### config.mk
export PLATFORM = sky130hd
export DESIGN_NAME = sm_mac_array
export DESIGN_NICKNAME = d
export VERILOG_FILES = /design/src/rtl/sm_mac_pkg.sv /design/src/rtl/sm_mac_lane.sv /design/src/rtl/sm_mac_array.sv
export SDC_FILE = /design/constraint.sdc
export NUM_CORES = 2
export LEC_CHECK = 0
export CAP_MARGIN = 20
export CORE_ASPECT_RATIO = 1.2
export CORE_MARGIN = 2
export CORE_UTILIZATION = 35
export CTS_CLUSTER_SIZE = 24
export DETAILED_ROUTE_END_ITERATION = 8
export MAX_ROUTING_LAYER = met4
export PLACE_DENSITY = 0.55
export SLEW_MARGIN = 15
export SYNTH_ARGS = -nofsm -noshare
export SYNTH_HDL_FRONTEND = slang
export SYNTH_SLANG_ARGS = --single-unit
### constraint.sdc
create_clock -name clk -period 10.1 [get_ports clk]
set_clock_uncertainty 0.2 [all_clocks]
set_input_delay 3.03 -clock clk [delete_from_list [all_inputs] [get_ports clk]]
set_output_delay 3.03 -clock clk [all_outputs]
set_load 0.05 [all_outputs]
### src/rtl/sm_mac_pkg.sv
// sm_mac_pkg: shared constants and helpers for the sign-magnitude MAC array.
//   MODE_MUL / MODE_ACC : encoding of the per-beat mode bit
//   sm2tc / tc2sm       : sign-magnitude <-> two's-complement at width w (w <= 63)
//   sat_lim             : largest positive magnitude representable at width w
package sm_mac_pkg;

   localparam logic MODE_MUL = 1'b0;
   localparam logic MODE_ACC = 1'b1;

   // Sign-magnitude value held in the low w bits -> 64-bit two's complement.
   function automatic logic signed [63:0] sm2tc(input logic [63:0] sm, input int unsigned w);
      logic [63:0] mag;
      mag = sm & ~(64'd1 << (w - 1));
      return sm[w-1] ? -$signed(mag) : $signed(mag);
   endfunction

   // 64-bit two's complement -> sign-magnitude in the low w bits. Zero maps to +0.
   function automatic logic [63:0] tc2sm(input logic signed [63:0] tc, input int unsigned w);
      logic [63:0] mag;
      mag = tc[63] ? 64'(-tc) : 64'(tc);
      return tc[63] ? (mag | (64'd1 << (w - 1))) : mag;
   endfunction

   // Saturation bound: results are clamped to +/- sat_lim(w).
   function automatic logic [63:0] sat_lim(input int unsigned w);
      return (64'd1 << (w - 1)) - 64'd1;
   endfunction

endpackage

### src/rtl/sm_mac_lane.sv
// sm_mac_lane: one lane of the MAC array.
//   ld0        : capture operands a/b
//   ld1        : register the sign-magnitude product of the captured operands
//   ld2        : product leaves stage 1; update result (and accumulator in ACC mode)
//   mode, clr  : mode and accumulator-restart of the beat being consumed at ld2
//   result     : sign-magnitude result, ACC_WIDTH bits
//   ovf        : sticky saturation flag, cleared by a clr beat
module sm_mac_lane
   import sm_mac_pkg::*;
#(
   parameter int DATA_WIDTH = 16,
   parameter int ACC_WIDTH  = 40
) (
   input  logic                  clk,
   input  logic                  rst_n,
   input  logic                  ld0,
   input  logic                  ld1,
   input  logic                  ld2,
   input  logic                  mode,
   input  logic                  clr,
   input  logic [DATA_WIDTH-1:0] a,
   input  logic [DATA_WIDTH-1:0] b,
   output logic [ACC_WIDTH-1:0]  result,
   output logic                  ovf
);

   localparam int MW = DATA_WIDTH - 1;
   localparam int PW = 2 * MW;
   localparam logic signed [ACC_WIDTH:0] LIM = $signed((ACC_WIDTH + 1)'(sat_lim(ACC_WIDTH)));

   logic [DATA_WIDTH-1:0]       op_a, op_b;
   logic [PW-1:0]               p_mag;
   logic                        p_sgn;
   logic signed [ACC_WIDTH-1:0] acc;

   logic [MW-1:0]               mag_a, mag_b;
   logic [ACC_WIDTH-1:0]        prod_sm;
   logic signed [63:0]          prod_tc;
   logic signed [ACC_WIDTH:0]   base, sum, sat;
   logic                        hit;
   logic [63:0]                 acc_sm;
   logic                        unused_ok;

   assign mag_a = op_a[MW-1:0];
   assign mag_b = op_b[MW-1:0];

   always_comb begin
      prod_sm = {p_sgn, (ACC_WIDTH - 1)'(p_mag)};
      prod_tc = sm2tc({{(64 - ACC_WIDTH){1'b0}}, prod_sm}, ACC_WIDTH);
      // One guard bit above the accumulator width catches overflow of the add.
      base    = clr ? '0 : {acc[ACC_WIDTH-1], acc};
      sum     = base + prod_tc[ACC_WIDTH:0];
      sat     = sum;
      hit     = 1'b0;
      if (sum > LIM) begin
         sat = LIM;
         hit = 1'b1;
      end else if (sum < -LIM) begin
         sat = -LIM;
         hit = 1'b1;
      end
      acc_sm = tc2sm({{(63 - ACC_WIDTH){sat[ACC_WIDTH]}}, sat}, ACC_WIDTH);
   end

   // Upper bits of the 64-bit helper results are always sign/zero fill.
   assign unused_ok = ^{prod_tc[63:ACC_WIDTH+1], acc_sm[63:ACC_WIDTH], sat[ACC_WIDTH]};

   always_ff @(posedge clk or negedge rst_n) begin
      if (!rst_n) begin
         op_a   <= '0;
         op_b   <= '0;
         p_mag  <= '0;
         p_sgn  <= 1'b0;
         acc    <= '0;
         result <= '0;
         ovf    <= 1'b0;
      end else begin
         if (ld0) begin
            op_a <= a;
            op_b <= b;
         end
         if (ld1) begin
            p_mag <= PW'(mag_a) * PW'(mag_b);
            // A zero magnitude on either side forces +0.
            p_sgn <= (op_a[DATA_WIDTH-1] ^ op_b[DATA_WIDTH-1]) & (|mag_a) & (|mag_b);
         end
         if (ld2) begin
            if (mode == MODE_ACC) begin
               acc    <= sat[ACC_WIDTH-1:0];
               ovf    <= (ovf & ~clr) | hit;
               result <= acc_sm[ACC_WIDTH-1:0];
            end else begin
               result <= prod_sm;
            end
         end
      end
   end

endmodule

### src/rtl/sm_mac_array.sv
// sm_mac_array: LANES-wide pipelined sign-magnitude multiply / saturating MAC.
//   clk, rst_n           : clock, async active-low reset
//   in_valid / in_ready  : input beat handshake (in_ready = pipeline can advance)
//   a, b                 : LANES packed DATA_WIDTH sign-magnitude operands
//   mode, acc_clr        : per-beat mode (0 mul, 1 acc) and accumulator restart
//   out_valid / out_ready: result handshake
//   result, ovf          : LANES packed ACC_WIDTH results, per-lane sticky saturation
// Pipeline: operand capture -> product (stage 1) -> result/accumulate (stage 2).
// A beat accepted at edge k shows out_valid after edge k+2.
module sm_mac_array
   import sm_mac_pkg::*;
#(
   parameter int DATA_WIDTH = 16,
   parameter int LANES      = 4,
   parameter int ACC_WIDTH  = 40
) (
   input  logic                        clk,
   input  logic                        rst_n,
   input  logic                        in_valid,
   output logic                        in_ready,
   input  logic [LANES*DATA_WIDTH-1:0] a,
   input  logic [LANES*DATA_WIDTH-1:0] b,
   input  logic                        mode,
   input  logic                        acc_clr,
   output logic                        out_valid,
   input  logic                        out_ready,
   output logic [LANES*ACC_WIDTH-1:0]  result,
   output logic [LANES-1:0]            ovf
);

   localparam int STAGES = 3;

   generate
      if (ACC_WIDTH < 2 * DATA_WIDTH - 1) begin : g_bad_acc
         $error("sm_mac_array: ACC_WIDTH must be >= 2*DATA_WIDTH-1");
      end
      if (ACC_WIDTH > 62) begin : g_bad_wide
         $error("sm_mac_array: ACC_WIDTH must be <= 62");
      end
      if (DATA_WIDTH < 2) begin : g_bad_data
         $error("sm_mac_array: DATA_WIDTH must be >= 2");
      end
   endgenerate

   logic [STAGES:1] vld_pipe;
   logic [2:1]      mode_pipe, clr_pipe;
   logic            adv, ld0, ld1, ld2;

   // Whole pipeline advances together; a stalled output freezes everything.
   assign adv       = !out_valid || out_ready;
   assign in_ready  = adv;
   assign out_valid = vld_pipe[STAGES];
   assign ld0       = adv && in_valid;
   assign ld1       = adv && vld_pipe[1];
   assign ld2       = adv && vld_pipe[2];

   always_ff @(posedge clk or negedge rst_n) begin
      if (!rst_n) begin
         vld_pipe  <= '0;
         mode_pipe <= '0;
         clr_pipe  <= '0;
      end else if (adv) begin
         vld_pipe  <= {vld_pipe[STAGES-1:1], in_valid};
         mode_pipe <= {mode_pipe[1], mode};
         // acc_clr only means something on accumulate beats.
         clr_pipe  <= {clr_pipe[1], acc_clr && (mode == MODE_ACC)};
      end
   end

   for (genvar i = 0; i < LANES; i++) begin : g_lane
      sm_mac_lane #(
         .DATA_WIDTH(DATA_WIDTH),
         .ACC_WIDTH (ACC_WIDTH)
      ) u_lane (
         .clk   (clk),
         .rst_n (rst_n),
         .ld0   (ld0),
         .ld1   (ld1),
         .ld2   (ld2),
         .mode  (mode_pipe[2]),
         .clr   (clr_pipe[2]),
         .a     (a[i*DATA_WIDTH +: DATA_WIDTH]),
         .b     (b[i*DATA_WIDTH +: DATA_WIDTH]),
         .result(result[i*ACC_WIDTH +: ACC_WIDTH]),
         .ovf   (ovf[i])
      );
   end

endmodule

==> results by group <==
STA
  • Maximum clock rate: 0.108 GHz
  • Fin. Hold Viols: 0
  • Final total negative setup slack: 0 ps
  • Final cycle utilization of the critical path: 91.6%
  • Tightest slew margin relative to the limit: 24.0%
  • RSZ-0062 raised after global routing: false
  • Worst Max-Slew Pin Slew: 1130 ps
  • Final period demand of the worst path: 9260 ps
  • Worst hold slack: 262 ps
  • Worst path setup slack after routing: 845 ps
  • Final setup vio count: 0
  • Final Slew Violations: 0

Floorplanning
  • Chip width: 414 µm
  • Die ar.: 205000 µm²
  • Placeable core area: 200000 µm²
  • # IOs: 300
  • Die span in y: 496 µm
  • Initial Utilization: 35.2%
  • Floorplan row count: 180

Drt
  • Initial DRC count: 3900
  • Average detailed-routed wire length per instance: 21.5 µm
  • Drt total wl: 237 mm
  • Post-DR vias/cell: 5.45
  • Total via count in the routed design: 60168
  • Number of DRC violations after detailed routing: 0
  • DRT Pass-1 Iters: 6
  • Number of nets with antenna violations after detailed routing: 0

Worst setup path
  • R2R Path Start: g_lane[2].u_lane.p_mag[6]
  • Kind of critical path: flip-flop to flip-flop
  • End of the critical path: g_lane[2].u_lane.result[38]
  • Largest fanout on the critical path: 11
  • Endpoint kind of the worst setup timing path: flip-flop
  • Data arrival time at the worst-slack endpoint: 9670 ps
  • Startpoint types: flip-flop
  • Critical path launch point: g_lane[2].u_lane.p_mag[6]
  • Maximum cell stage delay along the critical path: 750 ps
  • End of the worst register-to-register path: g_lane[2].u_lane.result[38]
  • Required @ worst endpoint: 10520 ps
  • Cell type with the highest occurrence count on the critical path: sky130_fd_sc_hd__a21oi_1
  • Reg2Reg Depth: 27
  • Critical Path Slowest Stage Cell: sky130_fd_sc_hd__o31ai_2
  • Setup slack on the worst flop-to-flop path: 840 ps

Final layout
  • Final nets: 9695
  • Layout-stage area growth over the synthesis result: 11.5%
  • Filler-free cell count of the finished design: 11036
  • Layout cell share with drive strength beyond 1: 5.03%
  • Fill cell count: 20456

Clock tree
  • CTS Buffer Depth: 3
  • H-tree depth: 3
  • Clk_lat worst skew: 740 ps
  • CTS root buffer: sky130_fd_sc_hd__clkbuf_16
  • Num CTS Buffers: 75
  • # clock sinks: 583
  • Post-cts gate resize count: 0
  • CTS tree: done
  • Setup repair bufs after CTS: 0
  • Clock Pin Slew Worst Setup and Hold Paths: 60 ps
  • Hold-fix buffers at CTS: 0

Placement
  • Port Buffer Count: 299
  • Global placement routability congestion: 0.942
  • Inst Count DP: 10899
  • Hpwl dp: 179 mm
  • Pre-CTS WS: 1010 ps

Job
  • Number of max-cap violations: 0

Synthesis
  • Number of nets produced by synthesis: 9692
  • Synth Cell Area: 70600 µm²
  • Count of flip-flops with a built-in enable after synthesis: 0
  • Number of storage elements in the synthesis netlist: 583
  • Number of warning messages in the yosys log: 0
  • Library cells used by synthesis: 91
  • Post-Synthesis Cells: 8334
  • Sequential area share after synthesis: 20.7%
  • Share of synthesized flip-flops with an asynchronous set or reset: 100%
  • Syn Area/Cell: 8.47 µm²
  • Most frequently used flop master after synthesis: sky130_fd_sc_hd__dfrtp_1

Global route
  • Largest net degree at the start of global routing: 173
  • Total routing usage reported by global routing: 23.8%
  • Initial antenna violation count: 7
  • Aggregate global routing overflow: 0
  • Wire length of the first global-routing pass: 370 mm
  • Number of global-route vias before repair: 62376

Status
  • Result of the run: completed

Min path
  • Worst hold path type: flip-flop to flip-flop
==> Yosys cell counts (all sizes together) (26+ instances only) <==
cell / number / share of area, %
a211o: 27 / 0.34
a211oi: 54 / 0.57
a21o: 144 / 1.5
a21oi: 488 / 3.5
a31oi: 62 / 0.55
and2: 409 / 3.6
and3: 90 / 0.80
clkbuf: 430 / 2.3
dfrtp: 583 / 21
fa: 672 / 19
ha: 552 / 9.8
inv: 738 / 3.9
mux2: 141 / 2.3
mux2i: 33 / 0.47
nand2: 1221 / 6.5
nand2b: 56 / 0.51
nand3: 135 / 0.96
nand4: 54 / 0.48
nor2: 392 / 2.1
nor2b: 186 / 1.6
nor3: 116 / 0.82
nor4: 65 / 0.61
o211ai: 44 / 0.47
o21a: 69 / 0.73
o21ai: 555 / 3.9
o21bai: 43 / 0.46
o31ai: 85 / 0.91
o41ai: 26 / 0.32
or2: 33 / 0.29
or3: 75 / 0.67
or4: 32 / 0.35
xnor2: 296 / 3.7
xor2: 123 / 1.5
==> metrics by stage <==
stage                     utilization, %  area (µm²)
after floorplan                        -       70600
after global placement              37.9       75900
after detailed placement            37.9       75900
after CTS                           39.2       78700
after global routing                39.2       78700
final                               39.2       78700
==> cell families (layout without fill, tap and decap cells) <==
family / after synthesis / after routing / share of synthesized area [%]
fa+ha+maj: 1240 / 1240 / 29.1
xor+xnor: 419 / 419 / 5.21
compound gates: 1803 / 1803 / 15.9
flops: 583 / 583 / 20.7
simple gates: 2924 / 2924 / 20.1
mux: 174 / 174 / 2.72
buf+inv: 1191 / 1252 / 6.37
other cells: 0 / 2 / 0
==> cells in the final DEF, fill, tap and decap left out, types with 76 or more instances in the layout <==
cell type                            n
sky130_fd_sc_hd__ha_1              552
sky130_fd_sc_hd__nand2_1          1217
sky130_fd_sc_hd__and3_1             90
sky130_fd_sc_hd__fa_1              672
sky130_fd_sc_hd__xor2_1            122
sky130_fd_sc_hd__xnor2_1           294
sky130_fd_sc_hd__mux2_2            141
sky130_fd_sc_hd__clkdlybuf4s50_1   298
sky130_fd_sc_hd__inv_1             737
sky130_fd_sc_hd__nand3_1           135
sky130_fd_sc_hd__clkbuf_16          76
sky130_fd_sc_hd__dfrtp_1           581
sky130_fd_sc_hd__a21o_1            144
sky130_fd_sc_hd__o21ai_0           554
sky130_fd_sc_hd__nor2b_1           186
sky130_fd_sc_hd__o31ai_1            83
sky130_fd_sc_hd__nor3_1            115
sky130_fd_sc_hd__nor2_1            390
sky130_fd_sc_hd__a21oi_1           487
sky130_fd_sc_hd__and2_1            404
==> routing by layer <==
| metal | up-vias | track usage [%] | part of all wire [%] |
|---|---|---|---|
| met5 | - | - | 0 |
| met1 | 30017 | 30.1 | 43 |
| met2 | 1647 | 38.9 | 48 |
| met4 | 0 | 7.73 | 3.2 |
| met3 | 362 | 3.39 | 5.7 |
| li1 | 28142 | - | - |
==> worst min path at each step <==
stage	startpoint	cells after the start	slack, ps	end
2_1_floorplan	g_lane[2].u_lane.acc[6]	2	230	g_lane[2].u_lane.acc[6]
3_3_place_gp	g_lane[3].u_lane.acc[23]	2	240	g_lane[3].u_lane.acc[23]
3_5_place_dp	g_lane[3].u_lane.acc[25]	2	260	g_lane[3].u_lane.acc[25]
4_1_cts	g_lane[3].u_lane.acc[25]	2	270	g_lane[3].u_lane.acc[25]
5_1_grt	g_lane[0].u_lane.acc[25]	2	280	g_lane[0].u_lane.acc[25]
6_report	g_lane[3].u_lane.acc[25]	2	260	g_lane[3].u_lane.acc[25]
==> state kept, by name, summed over array words and instances (netlist names) <==
name and flops:
g_lane.u_lane.p_mag 120, g_lane.u_lane.ovf 4, g_lane.u_lane.result 160, g_lane.u_lane.acc 160
g_lane.u_lane.op_a 64, mode_pipe 2, clr_pipe 2, g_lane.u_lane.op_b 64
vld_pipe 3, g_lane.u_lane.p_sgn 4
==> cell type report <==
| cell class | count | area [µm²] | share of cell area (%) |
|---|---|---|---|
| Timing Repair Buffer | 379 | 3670 | 4.67 |
| Multi-Input combinational cell | 6560 | 51600 | 65.6 |
| Clock inverter | 33 | 569 | 0.724 |
| Sequential cell | 583 | 14600 | 18.6 |
| Inverter | 738 | 2770 | 3.53 |
| Antenna cell | 2 | 5.00 | 0.00636 |
| Clock buffer | 102 | 2140 | 2.72 |
| Tap cell | 2639 | 3300 | 4.20 |
==> worst max-delay path: cells and delay by family (launching register included) <==
kind / cells / cell delay (ps)
compound gates: 12 / 3340
flops: 1 / 430
simple gates: 12 / 4480
fa+ha+maj: 2 / 540
xor+xnor: 1 / 160
Power is left out: the tool's default activity adds up to more than one toggle a clock period on the data nets, which glitch-free logic cannot reach.
